<file path="config.mk">
export PLATFORM = sky130hd
export DESIGN_NAME = ysyx_23060278_idu_stage
export DESIGN_NICKNAME = d
export VERILOG_FILES = /design/src/rtl/ysyx_23060278_pkg.sv /design/src/rtl/ysyx_23060278_imm_gen.sv /design/src/rtl/ysyx_23060278_idu_stage.sv
export SDC_FILE = /design/constraint.sdc
export NUM_CORES = 1
export LEC_CHECK = 0
export ABC_AREA = 1
export CAP_MARGIN = 20
export CELL_PAD_IN_SITES_DETAIL_PLACEMENT = 0
export CELL_PAD_IN_SITES_GLOBAL_PLACEMENT = 1
export CORE_ASPECT_RATIO = 0.8
export CORE_MARGIN = 2
export CORE_UTILIZATION = 45
export CTS_BUF_LIST = sky130_fd_sc_hd__clkbuf_2
export DETAILED_ROUTE_END_ITERATION = 7
export DONT_BUFFER_PORTS = 1
export PLACE_DENSITY = 0.76
export SLEW_MARGIN = 30
export SYNTH_ARGS = -nofsm -noshare
export SYNTH_HDL_FRONTEND = slang
export SYNTH_SLANG_ARGS = --single-unit
</file>
<file path="constraint.sdc">
create_clock -name clk -period 1.83 [get_ports clk]
set_input_delay 0.366 -clock clk [delete_from_list [all_inputs] [get_ports clk]]
set_output_delay 0.366 -clock clk [all_outputs]
set_load 0.03 [all_outputs]
</file>
<file path="src/rtl/ysyx_23060278_pkg.sv">
// Shared decode definitions for the IDU and EXU.
// Contents:
//   Op*             7-bit RV32I/RV64I major opcodes.
//   fmt_e           immediate/operand format, as presented on the IDU's out_fmt.
//   is_rv64_only()  true for the OP-IMM-32 / OP-32 word-op opcodes.
package ysyx_23060278_pkg;

  localparam logic [6:0] OpLoad    = 7'b0000011;
  localparam logic [6:0] OpMiscMem = 7'b0001111;
  localparam logic [6:0] OpOpImm   = 7'b0010011;
  localparam logic [6:0] OpAuipc   = 7'b0010111;
  localparam logic [6:0] OpOpImm32 = 7'b0011011;
  localparam logic [6:0] OpStore   = 7'b0100011;
  localparam logic [6:0] OpOp      = 7'b0110011;
  localparam logic [6:0] OpLui     = 7'b0110111;
  localparam logic [6:0] OpOp32    = 7'b0111011;
  localparam logic [6:0] OpBranch  = 7'b1100011;
  localparam logic [6:0] OpJalr    = 7'b1100111;
  localparam logic [6:0] OpJal     = 7'b1101111;
  localparam logic [6:0] OpSystem  = 7'b1110011;

  typedef enum logic [2:0] {
    FmtR    = 3'd0,
    FmtI    = 3'd1,
    FmtS    = 3'd2,
    FmtB    = 3'd3,
    FmtU    = 3'd4,
    FmtJ    = 3'd5,
    FmtNone = 3'd7
  } fmt_e;

  function automatic logic is_rv64_only(input logic [6:0] opcode);
    return (opcode == OpOpImm32) || (opcode == OpOp32);
  endfunction

endpackage

</file>
<file path="src/rtl/ysyx_23060278_imm_gen.sv">
// Combinational format classification and immediate extraction.
// Ports:
//   inst_i     raw 32-bit instruction word
//   imm_o      immediate, sign-extended from inst[31] to XLEN (0 for R and illegal)
//   fmt_o      operand format (FmtNone when illegal)
//   illegal_o  encoding not supported by this configuration
module ysyx_23060278_imm_gen
  import ysyx_23060278_pkg::*;
#(
  parameter int unsigned XLEN     = 32,
  parameter bit          RV64_OPS = (XLEN == 64)
) (
  input  logic [31:0]     inst_i,
  output logic [XLEN-1:0] imm_o,
  output fmt_e            fmt_o,
  output logic            illegal_o
);

  logic [6:0]  opcode;
  logic [31:0] imm32;

  assign opcode = inst_i[6:0];

  always_comb begin
    fmt_o     = FmtNone;
    illegal_o = 1'b0;
    case (opcode)
      OpJalr, OpLoad, OpOpImm, OpMiscMem, OpSystem: fmt_o = FmtI;
      OpStore:                                      fmt_o = FmtS;
      OpBranch:                                     fmt_o = FmtB;
      OpLui, OpAuipc:                               fmt_o = FmtU;
      OpJal:                                        fmt_o = FmtJ;
      OpOp:                                         fmt_o = FmtR;
      OpOpImm32:                                    fmt_o = FmtI;
      OpOp32:                                       fmt_o = FmtR;
      default:                                      illegal_o = 1'b1;
    endcase
    // Every listed opcode ends in 2'b11, but keep the compressed-space test explicit.
    if (inst_i[1:0] != 2'b11) illegal_o = 1'b1;
    if (is_rv64_only(opcode) && !RV64_OPS) illegal_o = 1'b1;
    if (illegal_o) fmt_o = FmtNone;
  end

  always_comb begin
    imm32 = 32'd0;
    case (fmt_o)
      FmtI:    imm32 = {{20{inst_i[31]}}, inst_i[31:20]};
      FmtS:    imm32 = {{20{inst_i[31]}}, inst_i[31:25], inst_i[11:7]};
      FmtB:    imm32 = {{19{inst_i[31]}}, inst_i[31], inst_i[7], inst_i[30:25],
                        inst_i[11:8], 1'b0};
      FmtU:    imm32 = {inst_i[31:12], 12'b0};
      FmtJ:    imm32 = {{11{inst_i[31]}}, inst_i[31], inst_i[19:12], inst_i[20],
                        inst_i[30:21], 1'b0};
      default: imm32 = 32'd0;
    endcase
  end

  // Widen to XLEN: fill with the sign, then drop the 32-bit value into the low half.
  always_comb begin
    imm_o       = {XLEN{imm32[31]}};
    imm_o[31:0] = imm32;
  end

endmodule

</file>
<file path="src/rtl/ysyx_23060278_idu_stage.sv">
// Instruction decode stage: combinational decode of in_inst, registered into a
// single-entry valid/ready output slot (1-cycle latency, full throughput).
// Ports:
//   clk, rst_n          clock, asynchronous active-low reset
//   flush               drop the held bundle and refuse the incoming one
//   in_valid/in_ready   upstream handshake, in_inst/in_pc payload
//   out_valid/out_ready downstream handshake
//   out_pc, out_opcode, out_func3, out_func7, out_rs1, out_rs2, out_rd
//                       raw fields of the held instruction
//   out_imm, out_fmt, out_illegal
//                       decoded immediate, format and legality
module ysyx_23060278_idu_stage
  import ysyx_23060278_pkg::*;
#(
  parameter int unsigned XLEN     = 32,
  parameter bit          RV64_OPS = (XLEN == 64)
) (
  input  logic            clk,
  input  logic            rst_n,
  input  logic            flush,
  input  logic            in_valid,
  output logic            in_ready,
  input  logic [31:0]     in_inst,
  input  logic [XLEN-1:0] in_pc,
  output logic            out_valid,
  input  logic            out_ready,
  output logic [XLEN-1:0] out_pc,
  output logic [6:0]      out_opcode,
  output logic [2:0]      out_func3,
  output logic [6:0]      out_func7,
  output logic [4:0]      out_rs1,
  output logic [4:0]      out_rs2,
  output logic [4:0]      out_rd,
  output logic [XLEN-1:0] out_imm,
  output logic [2:0]      out_fmt,
  output logic            out_illegal
);

  if (!(XLEN == 32 || XLEN == 64)) begin : gen_xlen_check
    $error("ysyx_23060278_idu_stage: XLEN must be 32 or 64");
  end

  logic [XLEN-1:0] dec_imm;
  fmt_e            dec_fmt;
  logic            dec_illegal;

  ysyx_23060278_imm_gen #(
    .XLEN     (XLEN),
    .RV64_OPS (RV64_OPS)
  ) u_imm_gen (
    .inst_i    (in_inst),
    .imm_o     (dec_imm),
    .fmt_o     (dec_fmt),
    .illegal_o (dec_illegal)
  );

  logic            valid_q, valid_d;
  logic [31:0]     inst_q;
  logic [XLEN-1:0] pc_q;
  logic [XLEN-1:0] imm_q;
  fmt_e            fmt_q;
  logic            illegal_q;
  logic            accept;

  // in_ready already excludes flush, so a flush cycle can never accept.
  assign in_ready = (!valid_q || out_ready) && !flush;
  assign accept   = in_valid && in_ready;

  always_comb begin
    valid_d = valid_q;
    if (flush) begin
      valid_d = 1'b0;
    end else if (accept) begin
      valid_d = 1'b1;
    end else if (out_ready) begin
      valid_d = 1'b0;
    end
  end

  always_ff @(posedge clk or negedge rst_n) begin
    if (!rst_n) begin
      valid_q   <= 1'b0;
      inst_q    <= 32'd0;
      pc_q      <= '0;
      imm_q     <= '0;
      fmt_q     <= FmtR;
      illegal_q <= 1'b0;
    end else begin
      valid_q <= valid_d;
      if (accept) begin
        inst_q    <= in_inst;
        pc_q      <= in_pc;
        imm_q     <= dec_imm;
        fmt_q     <= dec_fmt;
        illegal_q <= dec_illegal;
      end
    end
  end

  assign out_valid   = valid_q;
  assign out_pc      = pc_q;
  assign out_opcode  = inst_q[6:0];
  assign out_func3   = inst_q[14:12];
  assign out_func7   = inst_q[31:25];
  assign out_rs1     = inst_q[19:15];
  assign out_rs2     = inst_q[24:20];
  assign out_rd      = inst_q[11:7];
  assign out_imm     = imm_q;
  assign out_fmt     = fmt_q;
  assign out_illegal = illegal_q;

endmodule
</file>
; ---- Yosys cells after proc, flatten, opt, wreduce, memory -nomap -nowiden
; Cells that the tools add are included.
[classes]
n_addsub = 0
mul = 0
n_div = 0
magnitude_cmp = 0
n_eq_ne = 19
shifts = 0
n_mux = 9
n_bitwise = 0
n_reduce_logical = 11
[ops]
columns = cell, n
row1 = 32-bit case mux with 5 select lines, 1
row2 = "7-bit by 6-bit == test with 1-bit output, second input constant", 4
row3 = "7-bit == test, second input constant", 4
row4 = "7-bit by 5-bit == test with 1-bit output, second input constant", 3
row5 = 3-bit case mux with 6 select lines, 1
row6 = 13-bit OR reduction, 1
row7 = "7-bit by 2-bit == test with 1-bit output, second input constant", 1
row8 = "7-bit by 4-bit == test with 1-bit output, second input constant", 1
row9 = "3-bit by 2-bit == test with 1-bit output, second input constant", 2
row10 = "3-bit == test, second input constant", 2
row11 = 1-bit two-way mux, 6
row12 = 6-bit OR reduction, 1
row13 = 2-bit OR reduction, 2
row14 = "3-bit by 1-bit == test with 1-bit output, second input constant", 1
row15 = 3-bit two-way mux, 1
row16 = 3-bit nonzero test, 1
row17 = 1-bit logical AND, 2
row18 = 1-bit zero test, 2
row19 = 1-bit logical OR, 2
row20 = "2-bit inequality test, second input constant", 1
[totals]
reg_bits = 101
latchBits = 0
mem_bits_rw = 0
romBits = 0
in_bits = 69
word_cells = 45
memories = 0

; ---- Longest topological paths before layout
[depth]
ltp_word = 8
depth_mapped = 13

; ---- Hierarchy
; From an unflattened synthesis, not the netlist that was laid out.
[hier_totals]
cells_unflattened = 592
hier_area_um2 = 4938.5
[by_module_without_submodules]
columns = module, n_inst, cells_per_inst, area_per_inst_um2, seq_area_each_um2
row1 = ysyx_23060278_idu_stage, 1, 452, 4219.0, 2527.4
row2 = ysyx_23060278_imm_gen, 1, 140, 719.4, 0.0

; ---- Least setup slack after synthesis
; Ideal clock, no wire load.
[synth_path]
path_type = register to register
from = register valid_q (netlist: out_valid)
to = register fmt_q[1] (netlist: out_fmt[1])
setup_ns = 0.119
t_arrival_ns = 1.915
required_ns = 1.711
setup_slack_ns = -0.204
path_stages_with_launch = 9
path_buffers = 1
cell_sequence = dfrtp_1 -> nand2_1 -> inv_1 -> nor2_1 -> nand2_1 -> inv_2 -> clkbuf_1 -> nand3_1 -> o21a_1
[synth_via]
elab_chain_cells = 4
[synth_lines]
columns = item, line_no
row1 = start: declaration, ysyx_23060278_idu_stage.sv:57  ; logic valid_q, valid_d;
row2 = start signal: assignment, ysyx_23060278_idu_stage.sv:89  ; valid_q <= valid_d;
row3 = 1-bit zero test, ysyx_23060278_idu_stage.sv:66  ; assign in_ready = (!valid_q || out_ready) && !flush;
row4 = 1-bit logical OR, ysyx_23060278_idu_stage.sv:66
row5 = 1-bit logical AND, ysyx_23060278_idu_stage.sv:66
row6 = named net in_ready, ysyx_23060278_idu_stage.sv:22  ; output logic in_ready,
row7 = 1-bit logical AND, ysyx_23060278_idu_stage.sv:67  ; assign accept = in_valid && in_ready;
row8 = end signal: assignment, ysyx_23060278_idu_stage.sv:86  ; fmt_q <= FmtR;
row9 = end signal: assignment, ysyx_23060278_idu_stage.sv:94  ; fmt_q <= dec_fmt;
row10 = end: declaration, ysyx_23060278_idu_stage.sv:61  ; fmt_e fmt_q;
; The timed path passes the listed nets, and every way through them passes these cells.
; A chain may end at the register's enable or synchronous reset.

; ---- Worst setup path after layout
[layout_path]
from = input port in_inst[6]
to = register imm_q[31] (netlist: out_imm[31])
[layout_via]
elab_chain_cells = 8
word_cells_on_any_way = 29
[layout_lines]
columns = item, line_no
row1 = start: declaration, ysyx_23060278_idu_stage.sv:23  ; input logic [31:0] in_inst,
row2 = 7-bit == test (tied with other cells), ysyx_23060278_imm_gen.sv:27  ; case (opcode)
row3 = 13-bit OR reduction (no source line), --
row4 = 1-bit two-way mux, ysyx_23060278_imm_gen.sv:27
row5 = 1-bit two-way mux, ysyx_23060278_imm_gen.sv:39  ; if (inst_i[1:0] != 2'b11) illegal_o = 1'b1;
row6 = 1-bit two-way mux, ysyx_23060278_imm_gen.sv:40  ; if (is_rv64_only(opcode) && !RV64_OPS) illegal_o = 1'b1;
row7 = 3-bit two-way mux (*), ysyx_23060278_imm_gen.sv:41  ; if (illegal_o) fmt_o = FmtNone;
row8 = 3-bit == test (tied with other cells), ysyx_23060278_imm_gen.sv:46  ; case (fmt_o)
row9 = 32-bit case mux with 5 select lines (*), ysyx_23060278_imm_gen.sv:46
row10 = end signal: assignment, ysyx_23060278_idu_stage.sv:93  ; imm_q <= dec_imm;
row11 = end: declaration, ysyx_23060278_idu_stage.sv:60  ; logic [XLEN-1:0] imm_q;
; Mark *: on every way between the ends. The rest lies on a longest branch, timed or not.

==> run summary <==
first-pass GRT wire length: 18,580 um
DIE HEIGHT: 92.81 um
RD Place Congestion: 0.8221
Avg Inst Size Synth: 8.009 um2
GRT overflow: 0
via count: 3,704
status: finished, violations left
# rows: 32
peak supply drop: 359.4 uV
share of cells above drive strength 1: 8.333%
Final period util: 94.27%
Lkg Pwr: 2.850 nW
Final Util: 55.92%
area grow syn2layout: 21.12%
power per standard cell area: 854.6 mW/mm2
Port Buffer Count: 0
Seq/Total Area, Yosys: 56.97%
Area contributors post-synth: dfrtp_1 (57%), nand2_1 (24%), o21ai_0 (3.0%), inv_1 (2.3%), o21ai_1 (2.3%)
final net count: 688
Yosys warnings: 0
Max Fclk: 579.7 MHz
initial antenna violation count: 0
antenna-violating nets left: 0
WL final: 11,810 um
Clock Latency Late Sink: 0.55 ns
Setup crit start kind: primary input
starting density of the core: 46.17%
Die W: 115.0 um
max-slew violations: 0
CP max FO: 21
Clock Sinks: 101
Global Route Usage Sum: 22.44%
CTS tree: yes
Detail Placement HPWL: 7638 um
1st-iter DRT viols: 232
pin count of the biggest net entering global routing: 102
clk_skew: 0.01725 ns
Tightest Pin Transition: 0.5662 ns
Via-to-Cell Ratio: 4.985
Syn Std Cell Area: 0.004437 mm2
Tmin final: 1.725 ns
largest area contributor in the netlist: dfrtp_1
Worst slew margin: 62.11%
die area: 0.01067 mm2
TritonCTS Buffers: 9
critical path type: primary input to flip-flop
# diodes: 0
unrepaired setup endpoints after global routing: yes
Worst Path Arrival: 2.24 ns
Synth Register Bits: 101
H-tree depth: 3
commonest non-fill, non-tap cell in the layout: nand2_1
Worst EP required: 2.35 ns
failing checks: hold timing
Final TNS setup: 0 ns
Gate Count Post-Synth: 554
Syn Nets: 623
max-cap viol count: 0
Root Driver: clkbuf_2
Final setup viols: 0
CP Capture Type: flip-flop
Avg WL per Cell: 15.89 um
Clock Path Buffers: 2
core box area: 0.009609 mm2
final hold violations: 101
Reg2Reg Setup Slack: 0.29 ns
# IOs: 171
Yosys top cell area share: 56.97%
CTS Hold Bufs: 66
vias in the first global route: 3,643
First-pass DRT Iterations: 4
post-synthesis cell type count: 24
commonest non-fill, non-tap cells in the layout: nand2_1 (279), dfrtp_1 (101), dlygate4sd3_1 (66), o21ai_0 (27), inv_1 (26)
Worst-path clk slew: 0.28 ns
Hold Crit Class: primary input to async pin
DRC Markers: 0
hold_ws: -0.5624 ns
-- routing by layer --
layer,wire (um),global-route usage (%)
met1,5318,29.89
met2,5145,34.02
met3,1155,8.639
met4,187,6.727
met5,0,0
-- sequential cells by signal, summed over array words and instances, names as in the netlist --
register	cells
out_pc	32
out_valid	1
out_fmt	3
out_imm	32
inst_q	32
out_illegal	1
-- synth_stat cells (all sizes together) --
| library cell | instances |
|---|---|
| clkbuf | 21 |
| inv | 29 |
| o21a | 1 |
| o211a | 1 |
| nand2 | 287 |
| buf | 7 |
| nand4 | 1 |
| nor2 | 29 |
| nand3 | 7 |
| a21oi | 9 |
| o21ai | 47 |
| dfrtp | 101 |
| nor3 | 14 |
-- repair_timing --
action,4_1_cts,5_1_grt
setup buffers,0,3
endpoints found under the hold margin,182,101
resized for setup,0,4
setup endpoints to repair,0,12
-- final cells by class --
| class | instances | area [um2] |
|---|---|---|
| Tap cell | 119 | 148.9 |
| Sequential cell | 101 | 2527 |
| Multi-Input combinational cell | 396 | 1680 |
| Timing Repair Buffer | 82 | 809.5 |
| Inverter | 29 | 108.9 |
| Clock buffer | 11 | 55.05 |
| Clock inverter | 5 | 43.79 |
| Fill cell | 860 | 4235 |
-- power by group --
part	switching [W]	leakage, nW	internal [W]	total, W
logic	0.000281	1.50	0.000236	0.000517
clock network	0.000764	0.0607	0.000207	0.000972
registers	0.000646	1.29	0.00246	0.00310
total	0.00169	2.85	0.00290	0.00459
-- final timing paths --
| kind | startpoint | depth (start not counted) | to |
|---|---|---|---|
| setup / recovery | in_inst[6] | 13 | out_imm[31] |
| hold / removal | rst_n | 0 | out_pc[2] |
| setup reg to reg | out_valid | 9 | out_imm[12] |
| hold reg to reg | inst_q[28] | 2 | inst_q[28] |
| max in group asynchronous | rst_n | 0 | out_imm[4] |
| min in group clk | in_inst[17] | 4 | out_imm[17] |
-- per-stage QoR --
step	hold WS, ns	cell area, um2	setup slack (ns)	std cells	total power, W
after detailed placement	0.07181	4583	0.08319	658	0.003525
after floorplan	0.07041	4444	0.1164	554	0.003392
final	-0.5624	5374	0.1049	743	0.004592
after global placement	0.07205	4583	0.07551	658	0.003508
after global routing	-0.6584	5374	-0.01526	743	0.004835
after CTS	-0.6299	5343	0.009455	740	0.004628
-- critical path, stage by stage --
cell and delay (ns):
dlygate4sd3_1 0.57, inv_2 0.12, nand2_1 0.11, inv_1 0.08, nand2_2 0.08, nand2_4 0.08, nor2_1 0.05, nand2_2 0.13
nand3_1 0.14, buf_12 0.18, o21ai_0 0.19, nand2_1 0.07, nand2_1 0.06
-- cells by family (layout without fill, tap and decap cells) --
family          after synthesis  count (layout)  share of synthesized area (%)
simple gates                338             338                          30.71
buf+inv                      57             127                          5.612
flops                       101             101                          56.97
compound gates               58              58                          6.712
(Power assumes the default switching activity.)
